==> config.mk <==
export PLATFORM = sky130hd
export DESIGN_NAME = dma_req_responder
export DESIGN_NICKNAME = d
export VERILOG_FILES = /design/src/rtl/dma_req_responder.sv
export SDC_FILE = /design/constraint.sdc
export NUM_CORES = 1
export LEC_CHECK = 0
export ABC_AREA = 1
export CORE_ASPECT_RATIO = 0.9
export CORE_UTILIZATION = 40
export DETAILED_ROUTE_END_ITERATION = 7
export PLACE_DENSITY = 0.65
export SLEW_MARGIN = 15
export SYNTH_ARGS = -nofsm -noshare
export SYNTH_HDL_FRONTEND = slang
export SYNTH_SLANG_ARGS = --single-unit
==> constraint.sdc <==
create_clock -name aclk -period 3.2 [get_ports aclk]
set_input_delay 0.8 -clock aclk [delete_from_list [all_inputs] [get_ports aclk]]
set_output_delay 0.8 -clock aclk [all_outputs]
set_load 0.005 [all_outputs]
==> src/rtl/dma_req_responder.sv <==
// Channel-side DMA request responder.
// Queues translated DMA requests, meters the matching data stream beat by
// beat (one registered xfer pulse per beat) and emits a completion record
// for every request flagged last. Requests complete strictly in order.
module dma_req_responder #(
  parameter int ADDR_BITS  = 64,
  parameter int LEN_BITS   = 28,
  parameter int PID_BITS   = 6,
  parameter int DEST_BITS  = 4,
  parameter int BEAT_BYTES = 64,
  parameter int QDEPTH     = 8
) (
  input  logic                 aclk,
  input  logic                 aresetn,
  input  logic                 s_req_valid,
  output logic                 s_req_ready,
  input  logic [ADDR_BITS-1:0] s_req_paddr,
  input  logic [LEN_BITS-1:0]  s_req_len,
  input  logic                 s_req_last,
  input  logic [PID_BITS-1:0]  s_req_pid,
  input  logic [DEST_BITS-1:0] s_req_dest,
  input  logic                 s_axis_tvalid,
  output logic                 s_axis_tready,
  input  logic                 s_axis_tlast,
  output logic                 xfer,
  output logic                 m_done_valid,
  input  logic                 m_done_ready,
  output logic [PID_BITS-1:0]  m_done_pid,
  output logic [DEST_BITS-1:0] m_done_dest,
  output logic                 busy,
  output logic                 err
);

  localparam int BEAT_SHIFT = $clog2(BEAT_BYTES);
  localparam int BEAT_W     = LEN_BITS - BEAT_SHIFT + 1;
  localparam int PTR_W      = $clog2(QDEPTH);

  typedef struct packed {
    logic [BEAT_W-1:0]    beats;
    logic                 last;
    logic [PID_BITS-1:0]  pid;
    logic [DEST_BITS-1:0] dest;
  } req_t;

  typedef enum logic [1:0] {IDLE, XFER, DONE} state_t;

  // ---------------------------------------------------------------- FIFO
  req_t             mem [QDEPTH];
  req_t             in_req;
  req_t             head;
  logic [PTR_W:0]   wr_ptr;
  logic [PTR_W:0]   rd_ptr;
  logic [LEN_BITS:0] len_round;
  logic             full;
  logic             empty;
  logic             push;
  logic             pop;
  logic             run;

  // The physical address travels with the request but is never interpreted
  // here; the low rounding bits are discarded by the beat shift.
  logic unused_bits;
  assign unused_bits = ^{s_req_paddr, len_round[BEAT_SHIFT-1:0]};

  // Round the byte length up to whole beats at enqueue time.
  assign len_round    = {1'b0, s_req_len} + (LEN_BITS + 1)'(BEAT_BYTES - 1);
  assign in_req.beats = len_round[LEN_BITS:BEAT_SHIFT];
  assign in_req.last  = s_req_last;
  assign in_req.pid   = s_req_pid;
  assign in_req.dest  = s_req_dest;

  // Full is taken from the registered pointers, so a same-cycle pop never
  // opens a slot for an enqueue in that cycle.
  assign full  = (wr_ptr[PTR_W] != rd_ptr[PTR_W]) &&
                 (wr_ptr[PTR_W-1:0] == rd_ptr[PTR_W-1:0]);
  assign empty = (wr_ptr == rd_ptr);
  assign head  = mem[rd_ptr[PTR_W-1:0]];

  assign s_req_ready = run & ~full;
  assign push        = s_req_valid & s_req_ready;

  // Request storage write port.
  // NOTE: the storage array has no reset; the pointers alone define which
  // entries are valid, so clearing them empties the queue.
  always_ff @(posedge aclk) begin
    if (push) mem[wr_ptr[PTR_W-1:0]] <= in_req;
  end

  // Queue pointers and the post-reset enable for request acceptance.
  // NOTE: sequential state uses non-blocking assignments so every register
  // samples the pre-edge values regardless of statement order.
  always_ff @(posedge aclk or negedge aresetn) begin
    if (!aresetn) begin
      wr_ptr <= '0;
      rd_ptr <= '0;
      run    <= 1'b0;
    end else begin
      run <= 1'b1;
      if (push) wr_ptr <= wr_ptr + 1'b1;
      if (pop)  rd_ptr <= rd_ptr + 1'b1;
    end
  end

  // ----------------------------------------------------------------- FSM
  state_t               state, state_d;
  logic [BEAT_W-1:0]    beats_left, beats_d;
  logic                 cur_last, last_d;
  logic [PID_BITS-1:0]  cur_pid, pid_d;
  logic [DEST_BITS-1:0] cur_dest, dest_d;
  logic                 err_d;
  logic                 tready;
  logic                 done_valid;

  // Next-state, head load, beat accounting and tlast checking.
  // NOTE: every variable gets a default before the case so no path leaves
  // one unassigned, which would otherwise infer a latch.
  always_comb begin
    state_d    = state;
    beats_d    = beats_left;
    last_d     = cur_last;
    pid_d      = cur_pid;
    dest_d     = cur_dest;
    err_d      = err;
    pop        = 1'b0;
    tready     = 1'b0;
    done_valid = 1'b0;
    case (state)
      IDLE: begin
        if (!empty) begin
          beats_d = head.beats;
          last_d  = head.last;
          pid_d   = head.pid;
          dest_d  = head.dest;
          if (head.beats == '0) begin
            if (head.last) state_d = DONE;
            else           pop     = 1'b1;
          end else begin
            state_d = XFER;
          end
        end
      end
      XFER: begin
        tready = 1'b1;
        if (s_axis_tvalid) begin
          beats_d = beats_left - BEAT_W'(1);
          if (beats_left == BEAT_W'(1)) begin
            if (s_axis_tlast != cur_last) err_d = 1'b1;
            if (cur_last) begin
              state_d = DONE;
            end else begin
              pop     = 1'b1;
              state_d = IDLE;
            end
          end else if (s_axis_tlast) begin
            err_d = 1'b1;
          end
        end
      end
      DONE: begin
        done_valid = 1'b1;
        if (m_done_ready) begin
          pop     = 1'b1;
          state_d = IDLE;
        end
      end
      default: state_d = IDLE;
    endcase
  end

  // FSM state, current-request registers, sticky error and xfer pulse.
  always_ff @(posedge aclk or negedge aresetn) begin
    if (!aresetn) begin
      state      <= IDLE;
      beats_left <= '0;
      cur_last   <= 1'b0;
      cur_pid    <= '0;
      cur_dest   <= '0;
      err        <= 1'b0;
      xfer       <= 1'b0;
    end else begin
      state      <= state_d;
      beats_left <= beats_d;
      cur_last   <= last_d;
      cur_pid    <= pid_d;
      cur_dest   <= dest_d;
      err        <= err_d;
      xfer       <= s_axis_tvalid & tready;
    end
  end

  assign s_axis_tready = tready;
  assign m_done_valid  = done_valid;
  assign m_done_pid    = cur_pid;
  assign m_done_dest   = cur_dest;
  assign busy          = ~empty | (state != IDLE);

endmodule

== Yosys cells after proc, flatten, opt, wreduce, memory -nomap -nowiden ==
Memories as Yosys holds them, arrays and structs flattened.
Cells that the tools add are included.
Cells by class
  $add $sub $neg: 4
  eq/ne operators: 13
  muxes and demuxes: 26
  bitwise gates (word level): 6
  reduce and logical (&&, ||, !) cells: 10
Operator list (count)
  $mux W23: 2
  $pmux W23 S2: 1
  $add A28 B6 Y29 const B: 1
  $eq A23 B1 Y1 const B: 1
  $logic_not A23 Y1: 1
  $sub A23 B1 Y23 const B: 1
  $mux W1: 14
  $mux W2: 7
  $add A4 B1 Y4 const B: 2
  $ne A2 B2 Y1 const B: 4
  $pmux W2 S3: 1
  $reduce_bool A2 Y1: 3
  $reduce_and A5 Y1: 1
  $eq A4 B4 Y1: 1
  $reduce_and A4 Y1: 1
  $and A1 B1 Y1: 3
  $eq A3 B3 Y1: 1
  $ne A3 B3 Y1 const B: 1
  $pmux W1 S3: 1
  $reduce_and A3 Y1: 1
  $eq A2 B1 Y1 const B: 1
  $eq A2 B2 Y1 const B: 1
  $logic_not A2 Y1: 1
  $ne A1 B1 Y1: 2
  5 further kinds: 6
Storage, ports and cells
  flip-flop bits (word level): 47
  bits in writable memories: 272
  bits of input ports: 109
  output and inout bits: 16
  logic and storage cells: 70
  memories kept: 1
Memory list
  mem: depth 8, bits a word 34, rd ports 1, clocked after Yosys merged registers in 0, write ports 1, RTL line 48  | req_t mem [QDEPTH];

== Depth between registers and ports, before layout ==
  word-level depth: 7
  mapped depth: 17
  mapped depth without buffers: 15

== Worst setup path after synthesis ==
Ideal clock, no wire load.
  kind: reg-to-reg
  start point: register rd_ptr[0]
  end point: memory mem[0][0] (netlist bit), enable pin
  library setup time: 0.425 ns
  arrival: 2.885 ns
  data required time: 2.775 ns
  setup slack: -0.110 ns
  stages on the path, launching flop included: 12
  buffers on the path: 2
  clock period less this slack: 3.310 ns
  path through: dfrtp_1 -> buf_6 -> buf_8 -> xnor2_1 -> nand3_1 -> nor2_1 -> nand2_1 -> nand2_1 -> inv_2 -> nand2_1 -> or2_2 -> nor2_1
On the way
  word-level cells in the longest chain between the ends: 7
Ends and longest elaborated chain
  from (decl): RTL line 52  | logic [PTR_W:0] rd_ptr;
  from (signal assigned): RTL line 100  | if (pop) rd_ptr <= rd_ptr + 1'b1;
  $eq A3 B3 Y1: RTL line 75  | (wr_ptr[PTR_W-1:0] == rd_ptr[PTR_W-1:0]);
  $logic_and A1 B1 Y1: RTL line 74  | assign full = (wr_ptr[PTR_W] != rd_ptr[PTR_W]) &&
  $not A1 Y1: RTL line 79  | assign s_req_ready = run & ~full;
  $and A1 B1 Y1: RTL line 79
  named net s_req_ready: RTL line 16  | output logic s_req_ready,
  $and A1 B1 Y1: RTL line 80  | assign push = s_req_valid & s_req_ready;
  $mux W1: RTL line 86  | if (push) mem[wr_ptr[PTR_W-1:0]] <= in_req;
  $mux W1 (implied by the code): RTL line 86
  to (decl): RTL line 48
The timed path passes the listed nets, and every way through them passes these cells.

== Worst setup path after layout ==
  start point: register rd_ptr[0]
  end point: output s_req_ready
On the way
  word-level cells in the longest chain between the ends: 4
Ends and longest elaborated chain (RTL line)
  $eq A3 B3 Y1: 75
  $logic_and A1 B1 Y1: 74
  $not A1 Y1: 79
  $and A1 B1 Y1: 79
  to (decl): 16
Every way passes these cells.

==> run metrics <==
H-tree depth 2; CTS tree done; Yosys top cell area share between 50% and 60%; Site Rows 64; sequential share of the synthesized area roughly 66%; Top FF cell, synth edfxtp_1; Clock Power Share 27.5%; HP Class in -> async; IO buf count 60; overflow left after global routing 0; CP Data Arrival Time 2120 ps; Psw 4.86 mW; initial antenna violation count 0; drt via density 5.01; multi-input logic area 0.00398 mm^2; Post-CTS Hold Buffers 0; die width 200 um; synth-to-layout area growth 17.5%; vias in the first global route just over 9000; Initial Utilization 41.0%; nets between 1500 and 2000; Final Setup Violations 0; crit path launch type flip-flop; clk buf depth 3; Max Slew Vio Count 0; Core Footprint 0.0344 mm^2; R2R cell count 15; IO Count 125; relative slew slack 49.7%; 1st-iter DRT viols 940; run status finished, final reports clean; pwr/cell area around 820 mW/mm^2; clk slew on worst S/H paths 60 ps; Netlist cell types 48; postcts setup bufs 0; Die Y 180 um; TritonCTS Buffers 35; crit path kind reg -> out; crit path launch rd_ptr[0]$_DFFE_PN0P_; Power Internal 8.65 mW; DRT Wirelength about 33 mm; Post-synth EDFFs 272; share of cells above drive strength 1 8.62%; Synth async-reset ratio 14.7%; Antenna Cells 0; synthesized area ~0.014 mm^2; router iterations before antenna repair 5; largest net degree at the start of global routing 62; # resized after CTS 0; DP Worst Slack 30.4 ps; Worst Path Required roughly 2400 ps; worst-case vdd ir drop between 0.4 and 0.5 mV; Synth Net Count between 1000 and 1500; crit path capture type output pin; Yosys reg bits 319; Post-Syn Area per Cell ~10 um^2; Max FO, Critical Path 6; worst setup path endpoint s_req_ready; Post-Syn Instances around 1400; final hold vios 0; die footprint 0.0360 mm^2; Routed Antenna Nets 0; Tmin final 2920 ps; Fmax ~340 MHz; Fill cells 3074; Max Cap Viol 0; DP HPWL approximately 19 mm; Hold WS 293 ps; Avg WL per Cell 16.9 um; leak pwr between 6 and 7 nW; Synth area leader edfxtp_1; Comb pwr share 33.0%; # clock sinks 319; Net Sw Frac 36.0%; clock root cell clkbuf_16; RSZ-0062 raised after global routing false; top cells by area, synth edfxtp_1 (58%), nand2_1 (9.0%), dfrtp_1 (8.4%), nor2_1 (4.7%), o21ai_0 (3.8%); clk_lat worst skew 520 ps; share of power burned in registers 39.5%; via count about 9700; fin crit share 91.1%; Worst Setup Slack, final 284 ps; global-route wire length before repair 51.4 mm; FF-to-FF Start rd_ptr[0]$_DFFE_PN0P_; Worst Max-Slew Pin Slew 751 ps; Sequential Area 0.00935 mm^2; R2R setup slack 630 ps; GRT Overall Usage between 10% and 20%; synth warn 0; worst reg2reg path endpoint rd_ptr[2]$_DFFE_PN0P_; Post-synth top cells nand2_1 (336), edfxtp_1 (272), nor2_1 (178); drc violations 0; Clock Skew between 10 and 15 ps; count leader, synth nand2_1; RD Place Congestion 0.874
==> power by group through the flow <==
stage	clock, mW	combinational [mW]	sequential [mW]
after global placement	0	4.36	5.40
after floorplan	0	3.08	5.34
after CTS	3.78	4.47	5.34
final	3.71	4.46	5.34
after global routing	3.94	5.01	5.39
after detailed placement	0	4.45	5.41
==> through the flow <==
step	instance area (um^2)	cells	setup TNS [ps]	total power, mW	utilization (%)
2_1_floorplan	14100	1363	-15000	8.42	-
3_3_place_gp	15500	1873	0	9.77	45.1
3_5_place_dp	15500	1873	0	9.87	45.1
4_1_cts	16600	1935	0	13.6	48.2
5_1_grt	16600	1935	0	14.3	48.2
6_report	16600	1935	0	13.5	48.2
==> registers in the layout, indices dropped and copies added, names as in the netlist <==
name	flops
m_done_pid	6
cur_last	1
run	1
beats_left	23
state	2
xfer	1
m_done_dest	4
mem	272
wr_ptr	4
err	1
rd_ptr	4
==> worst min-delay path by stage <==
stage / from / to / slack [ps]
2_1_floorplan: err$_DFFE_PN0P_ / err$_DFFE_PN0P_ / 450
3_3_place_gp: err$_DFFE_PN0P_ / err$_DFFE_PN0P_ / 450
3_5_place_dp: err$_DFFE_PN0P_ / err$_DFFE_PN0P_ / 450
4_1_cts: aresetn / rd_ptr[1]$_DFFE_PN0P_ / 310
5_1_grt: aresetn / rd_ptr[1]$_DFFE_PN0P_ / 340
6_report: aresetn / wr_ptr[1]$_DFFE_PN0P_ / 290
==> logic make-up (layout without fill, tap and decap cells) <==
kind of cell	Yosys count	in the layout	synth area share, %
XOR/XNOR	25	25	1.61
flip-flops	319	319	66.3
buffers and inverters	191	301	5.82
adder cells (fa/ha/maj)	4	4	0.355
AO/OA/AOI/OAI	186	186	7.29
AND/OR/NAND/NOR	637	637	18.6
other	1	1	0.0266
==> routing by layer <==
layer | global-route usage (%) | up-vias | share of wire [%]
li1 | - | 4760 | -
met1 | 27.0 | 4641 | 46
met2 | 29.0 | 263 | 46
met3 | 2.84 | 38 | 5.6
met4 | 5.40 | 0 | 1.9
met5 | 0 | - | 0
==> critical path, stage by stage, from the launching register on <==
cell and delay, ps:
dfrtp_4 560, xnor2_1 180, nand3_1 130, nor2_1 110
nand2_1 80, nand2_1 80, inv_2 40, clkdlybuf4s50_1 430
==> cell usage in the layout (no fill, tap or decap), types with 2 or more instances in the layout <==
| cell | n |
|---|---|
| nand2_1 | 336 |
| edfxtp_1 | 272 |
| nor2_1 | 169 |
| inv_1 | 121 |
| o21ai_0 | 107 |
| nand3_1 | 86 |
| clkdlybuf4s50_1 | 59 |
| dfrtp_1 | 45 |
| buf_4 | 42 |
| clkbuf_16 | 36 |
| o22ai_1 | 25 |
| a21oi_1 | 17 |
| xor2_1 | 16 |
| a31oi_1 | 14 |
| clkbuf_1 | 10 |
| buf_12 | 10 |
| nor3_1 | 9 |
| nand4_1 | 9 |
| o21ai_1 | 9 |
| nor2_4 | 9 |
| xnor2_1 | 8 |
| clkinv_1 | 8 |
| inv_2 | 4 |
| ha_1 | 4 |
| nor4_1 | 3 |
| a22o_1 | 3 |
| nor2_2 | 3 |
| nand3_2 | 3 |
| o21a_1 | 3 |
| o31ai_1 | 2 |
| nor3b_1 | 2 |
| nor3_2 | 2 |
| inv_6 | 2 |
| clkinv_4 | 2 |
| clkbuf_8 | 2 |
| clkinv_2 | 2 |
==> area by class of cell <==
cell class	count	area share, %
tap	462	3.49
timing repair buffer	112	6.71
inverter	127	2.89
clock inverter	14	0.529
multi-input combinational	853	24.1
clock buffer	48	5.84
sequential	319	56.5
Note: power is estimated with default switching activity, not from simulation.
